<file path="config.mk">
export PLATFORM = sky130hd
export DESIGN_NAME = regfile_debug_reader_flat
export DESIGN_NICKNAME = d
export VERILOG_FILES = /design/src/rtl/regfile_debug_reader_if.sv /design/src/rtl/regfile_debug_reader.sv /design/src/flat_wrapper.sv
export SDC_FILE = /design/constraint.sdc
export NUM_CORES = 1
export LEC_CHECK = 0
export CAP_MARGIN = 20
export CELL_PAD_IN_SITES_DETAIL_PLACEMENT = 0
export CELL_PAD_IN_SITES_GLOBAL_PLACEMENT = 1
export CORE_ASPECT_RATIO = 1.25
export CORE_MARGIN = 2
export CORE_UTILIZATION = 35
export DETAILED_ROUTE_END_ITERATION = 8
export PLACE_DENSITY = 0.88
export SLEW_MARGIN = 10
export SYNTH_ARGS = -nofsm -noshare
export SYNTH_HDL_FRONTEND = slang
export SYNTH_SLANG_ARGS = --single-unit
</file>
<file path="constraint.sdc">
create_clock -name clock -period 2.3 [get_ports clock]
set_input_delay 0.46 -clock clock [delete_from_list [all_inputs] [get_ports clock]]
set_output_delay 0.46 -clock clock [all_outputs]
set_load 0.05 [all_outputs]
</file>
<file path="src/rtl/regfile_debug_reader_if.sv">
// regfile_debug_reader_if: (address, data) word stream with a valid/ready handshake.
interface regfile_debug_reader_if #(
  parameter int ADDR_WIDTH = 5,
  parameter int DATA_WIDTH = 32
);
  logic                  out_valid;
  logic                  out_ready;
  logic [ADDR_WIDTH-1:0] out_addr;
  logic [DATA_WIDTH-1:0] out_data;
  modport master (output out_valid, out_addr, out_data, input out_ready);
  modport slave  (input out_valid, out_addr, out_data, output out_ready);
endinterface

</file>
<file path="src/rtl/regfile_debug_reader.sv">
// regfile_debug_reader: sweeps a register range through the register file debug port
// and streams each word out as (address, data).
module regfile_debug_reader #(
  parameter int NUM_REGS   = 32,
  parameter int ADDR_WIDTH = 5,
  parameter int DATA_WIDTH = 32
) (
  input  logic                  clock,
  input  logic                  reset,
  input  logic                  start,
  input  logic [ADDR_WIDTH-1:0] first_addr,
  input  logic [ADDR_WIDTH-1:0] last_addr,
  input  logic                  abort,
  output logic [ADDR_WIDTH-1:0] read_address_debug,
  output logic                  clock_debug,
  input  logic [DATA_WIDTH-1:0] debug_data_in,
  regfile_debug_reader_if.master stream,
  output logic                  busy,
  output logic                  done
);
  typedef enum logic [2:0] {IDLE, SETUP, STROBE, CAPTURE, OUTPUT, FINISH} state_t;
  localparam logic [ADDR_WIDTH-1:0] LAST_REG = ADDR_WIDTH'(NUM_REGS - 1);
  state_t                state_q, state_d;
  logic [ADDR_WIDTH-1:0] ptr_q, ptr_d, last_q, last_d, rad_q, rad_d, oaddr_q, oaddr_d;
  logic [DATA_WIDTH-1:0] odata_q, odata_d;
  logic                  cdbg_q, cdbg_d, valid_q, valid_d, busy_q, busy_d, done_q, done_d;
  always_comb begin
    state_d = state_q;
    ptr_d   = ptr_q;
    last_d  = last_q;
    rad_d   = rad_q;
    cdbg_d  = cdbg_q;
    valid_d = valid_q;
    oaddr_d = oaddr_q;
    odata_d = odata_q;
    // abort wins over everything once a sweep is running; FINISH is already on its way out
    if (abort && state_q != IDLE && state_q != FINISH) begin
      state_d = FINISH;
      valid_d = 1'b0;
      cdbg_d  = 1'b1;
    end else begin
      case (state_q)
        IDLE: if (start) begin
          ptr_d   = first_addr;
          last_d  = last_addr;
          state_d = SETUP;
        end
        SETUP: begin
          rad_d   = ptr_q;
          state_d = STROBE;
        end
        STROBE: begin
          cdbg_d  = 1'b0;
          state_d = CAPTURE;
        end
        CAPTURE: begin
          odata_d = debug_data_in;
          oaddr_d = ptr_q;
          valid_d = 1'b1;
          cdbg_d  = 1'b1;
          state_d = OUTPUT;
        end
        OUTPUT: if (stream.out_ready) begin
          valid_d = 1'b0;
          state_d = (ptr_q == last_q) ? FINISH : SETUP;
          ptr_d   = (ptr_q == last_q) ? ptr_q : (ptr_q == LAST_REG) ? '0 : ptr_q + ADDR_WIDTH'(1);
        end
        default: state_d = IDLE;
      endcase
    end
    busy_d = state_d != IDLE;
    done_d = state_d == FINISH;
  end
  always_ff @(posedge clock or posedge reset) begin
    if (reset) begin
      state_q <= IDLE;
      ptr_q   <= '0;
      last_q  <= '0;
      rad_q   <= '0;
      cdbg_q  <= 1'b1;
      valid_q <= 1'b0;
      oaddr_q <= '0;
      odata_q <= '0;
      busy_q  <= 1'b0;
      done_q  <= 1'b0;
    end else begin
      state_q <= state_d;
      ptr_q   <= ptr_d;
      last_q  <= last_d;
      rad_q   <= rad_d;
      cdbg_q  <= cdbg_d;
      valid_q <= valid_d;
      oaddr_q <= oaddr_d;
      odata_q <= odata_d;
      busy_q  <= busy_d;
      done_q  <= done_d;
    end
  end
  assign read_address_debug = rad_q;
  assign clock_debug        = cdbg_q;
  assign stream.out_valid   = valid_q;
  assign stream.out_addr    = oaddr_q;
  assign stream.out_data    = odata_q;
  assign busy               = busy_q;
  assign done               = done_q;
endmodule

</file>
<file path="src/flat_wrapper.sv">
// flat-port wrapper written by rule: the top's interface ports become plain ports
module regfile_debug_reader_flat 
#(
  parameter int NUM_REGS   = 32,
  parameter int ADDR_WIDTH = 5,
  parameter int DATA_WIDTH = 32
)
  (clock, reset, start, first_addr, last_addr, abort, read_address_debug, clock_debug, debug_data_in, busy, done, stream_out_valid, stream_out_addr, stream_out_data, stream_out_ready);
  regfile_debug_reader_if #(.ADDR_WIDTH(ADDR_WIDTH), .DATA_WIDTH(DATA_WIDTH)) stream_i ();
  input  logic clock;
  input  logic reset;
  input  logic start;
  input  logic [ADDR_WIDTH-1:0] first_addr;
  input  logic [ADDR_WIDTH-1:0] last_addr;
  input  logic abort;
  output logic [ADDR_WIDTH-1:0] read_address_debug;
  output logic clock_debug;
  input  logic [DATA_WIDTH-1:0] debug_data_in;
  output logic busy;
  output logic done;
  output wire logic [$bits(stream_i.out_valid)-1:0] stream_out_valid;
  output wire logic [$bits(stream_i.out_addr)-1:0] stream_out_addr;
  output wire logic [$bits(stream_i.out_data)-1:0] stream_out_data;
  input wire logic [$bits(stream_i.out_ready)-1:0] stream_out_ready;
  assign stream_out_valid = stream_i.out_valid;
  assign stream_out_addr = stream_i.out_addr;
  assign stream_out_data = stream_i.out_data;
  assign stream_i.out_ready = stream_out_ready;
  regfile_debug_reader #(.NUM_REGS(NUM_REGS), .ADDR_WIDTH(ADDR_WIDTH), .DATA_WIDTH(DATA_WIDTH)) u_core (.clock(clock), .reset(reset), .start(start), .first_addr(first_addr), .last_addr(last_addr), .abort(abort), .read_address_debug(read_address_debug), .clock_debug(clock_debug), .debug_data_in(debug_data_in), .stream(stream_i), .busy(busy), .done(done));
endmodule
</file>
==> impl_metrics.tcl <==
set metrics [dict create \
    grt_pass1_wl_um 9270 \
    tns_ns 0 \
    ys_seq_elements 59 \
    cts_setup_buffers 0 \
    cts-resized-gates 0 \
    hp-class "in2async" \
    start_kind "register" \
    cts_tree "yes" \
    drt-initial-drc-count 106 \
    slowest_stage "clkdlybuf4s50_1" \
    layout-drive-gt1-share 0.284 \
    synthCells 187 \
    fin_nets 336 \
    yosysSeqAreaShare 0.572 \
    hold_violations 0 \
    fin_crit_ns 2.12 \
    worstPathArrival_ns 1.66 \
    antenna_found_initial 0 \
    grt_usage 0.153 \
    required_ns 1.84 \
    wire_per_inst_um 14.7 \
    cp_max_fo 2 \
    viasPerCell 4.76 \
    first_pass_iters 4 \
    fp.dieArea_sq_um 8090 \
    cts_hold_buf 0 \
    ys.flop_type "dfrtp_1" \
    die_w_um 80.9 \
    port_buffers 92 \
    synth_area_sq_um 2580 \
    power.density_nw_per_um2 1660 \
    async_flop_share 1.00 \
    crit_family "buffers and inverters" \
    layout_commonest_cell "clkdlybuf4s50_1" \
    synth_cell_types 39 \
    postRouteAntennaNets 0 \
    cts_inserted_buffers 9 \
    avgSynthCellArea_sq_um 13.8 \
    crit_chain "clkdlybuf4s50_1" \
    relSlewSlack 0.597 \
    die_h_um 100 \
    final_cell_mix "92 x clkdlybuf4s50_1, 58 x dfrtp_1, 45 x mux2_2" \
    vias 1827 \
    cts_sinks 59 \
    max_freq_mhz 472 \
    end_kind "output pin" \
    setup_violations 0 \
    yosys_warnings 0 \
    p_leak_uw 0.00163 \
    first_global_vias 1919 \
    htreeDepth 3 \
    clockBufferDepth 2 \
    slew_viol_final 0 \
    rsz0062_at_grt "false" \
    core_sq_um 7270 \
    cts_root_buf "clkbuf_8" \
    clock_latency_ns 0.33 \
    ios 93 \
    slowest_delay_ns 0.79 \
    utilization 0.531 \
    grt_overflow_total 0 \
    worstSetupPathType "reg2out" \
    outcome "completed" \
    routabilityCongestion 0.743 \
    synth-edff-count 0 \
    skew_ns 0.00729 \
    finalCritPeriodShare 0.922 \
    path_clk_slew_ns 0.07 \
    grt_max_degree 60 \
    worst_pin_slew_ns 0.604 \
    drc_errors 0 \
    initial_core_util 0.356 \
    ir_drop_uv 910 \
    area_growth_pct 49.3 \
    row_count 35 \
    wl_um 5650 \
    synth_nets 236 \
    path_buf_inv 1 \
    maxCapViolations 0 \
    dp_hpwl_um 4050 \
    insertedDiodeCount 0 \
]
==> flip-flops by register name, summed over array words and instances, names as in the netlist <==
register                   flops
u_core.done                    1
u_core.busy                    1
u_core.state_q                 3
u_core.stream.out_valid        1
u_core.ptr_q                   5
u_core.clock_debug             1
u_core.stream.out_data        32
u_core.read_address_debug      5
u_core.last_q                  5
u_core.stream.out_addr         5
==> power breakdown <==
group	leakage, uW	switching (uW)	internal, uW
sequential	0.000732	396	1530
combinational	0.000778	2000	1310
clock	0.000123	403	746
total	0.00163	2800	3590
==> through the flow <==
| stage | worst slack (ns) | instance area (sq um) | std cells | hold WS [ns] | total power (uW) |
|---|---|---|---|---|---|
| 6_report | 0.180 | 3860 | 384 | 0.486 | 6390 |
| 5_1_grt | 0.129 | 3860 | 384 | 0.499 | 6730 |
| 4_1_cts | 0.158 | 3860 | 384 | 0.497 | 6460 |
| 3_5_place_dp | 0.268 | 3620 | 368 | 0.481 | 5290 |
| 3_3_place_gp | 0.296 | 3620 | 368 | 0.472 | 5220 |
| 2_1_floorplan | 0.385 | 2580 | 187 | 0.502 | 4230 |
==> final timing paths <==
kind,from,endpoint,slack (ns),depth (start not counted)
worst max-delay path,u_core.clock_debug,clock_debug,0.18,1
worst min-delay path,reset,u_core.stream.out_data[30],0.49,3
worst max register to register,u_core.state_q[1],u_core.stream.out_data[16],0.46,4
worst min register to register,u_core.stream.out_data[9],u_core.stream.out_data[9],0.49,1
max in group asynchronous,reset,u_core.clock_debug,1.50,3
min in group clock,u_core.stream.out_data[9],u_core.stream.out_data[9],0.49,1
==> synthesized netlist by cell type (2+ instances only) <==
library cell | count | area share
inv_2 | 3 | 0.0044
buf_6 | 2 | 0.0087
mux2_2 | 45 | 0.20
a21oi_1 | 8 | 0.015
nand2_1 | 5 | 0.0073
nand3_1 | 2 | 0.0039
inv_1 | 3 | 0.0044
nor3b_4 | 2 | 0.015
o21ai_1 | 4 | 0.0077
o21ai_0 | 7 | 0.014
ha_1 | 2 | 0.0097
mux2i_1 | 2 | 0.0077
xnor2_1 | 6 | 0.020
nand2_2 | 2 | 0.0048
nor2_1 | 6 | 0.0087
dfrtp_1 | 58 | 0.56
buf_4 | 4 | 0.012
mux2_1 | 2 | 0.0087
nor3_1 | 2 | 0.0039
nor3_2 | 3 | 0.012
==> cell type report <==
type	count	area, sq um
Timing Repair Buffer	96	976
Tap cell	92	115
Fill cell	661	3410
Clock buffer	11	141
Multi-Input combinational cell	115	1030
Sequential cell	59	1480
Clock inverter	5	100
Inverter	6	22.5
==> tightest hold or removal path, stage by stage <==
cell	delay, ns
clkdlybuf4s50_1	0.41
inv_2	0.07
buf_12	0.28
==> layer usage <==
metal	GRT usage	vias to the layer above	share of wire
li1	-	864	-
met1	0.176	896	0.40
met3	0.0531	11	0.057
met5	0	-	0
met4	0.0756	0	0.021
met2	0.250	56	0.52
==> cells by family (layout without fill, tap and decap cells) <==
family	after synthesis	in the layout	share of synthesized area
multiplexers	49	49	0.212
XOR/XNOR	7	7	0.0237
flip-flops	59	59	0.572
AND/OR/NAND/NOR	32	32	0.0900
adder cells (fa/ha/maj)	2	2	0.00968
buffers and inverters	13	118	0.0310
AO/OA/AOI/OAI	25	25	0.0615
No activity file was read; power rests on OpenSTA's default activity.
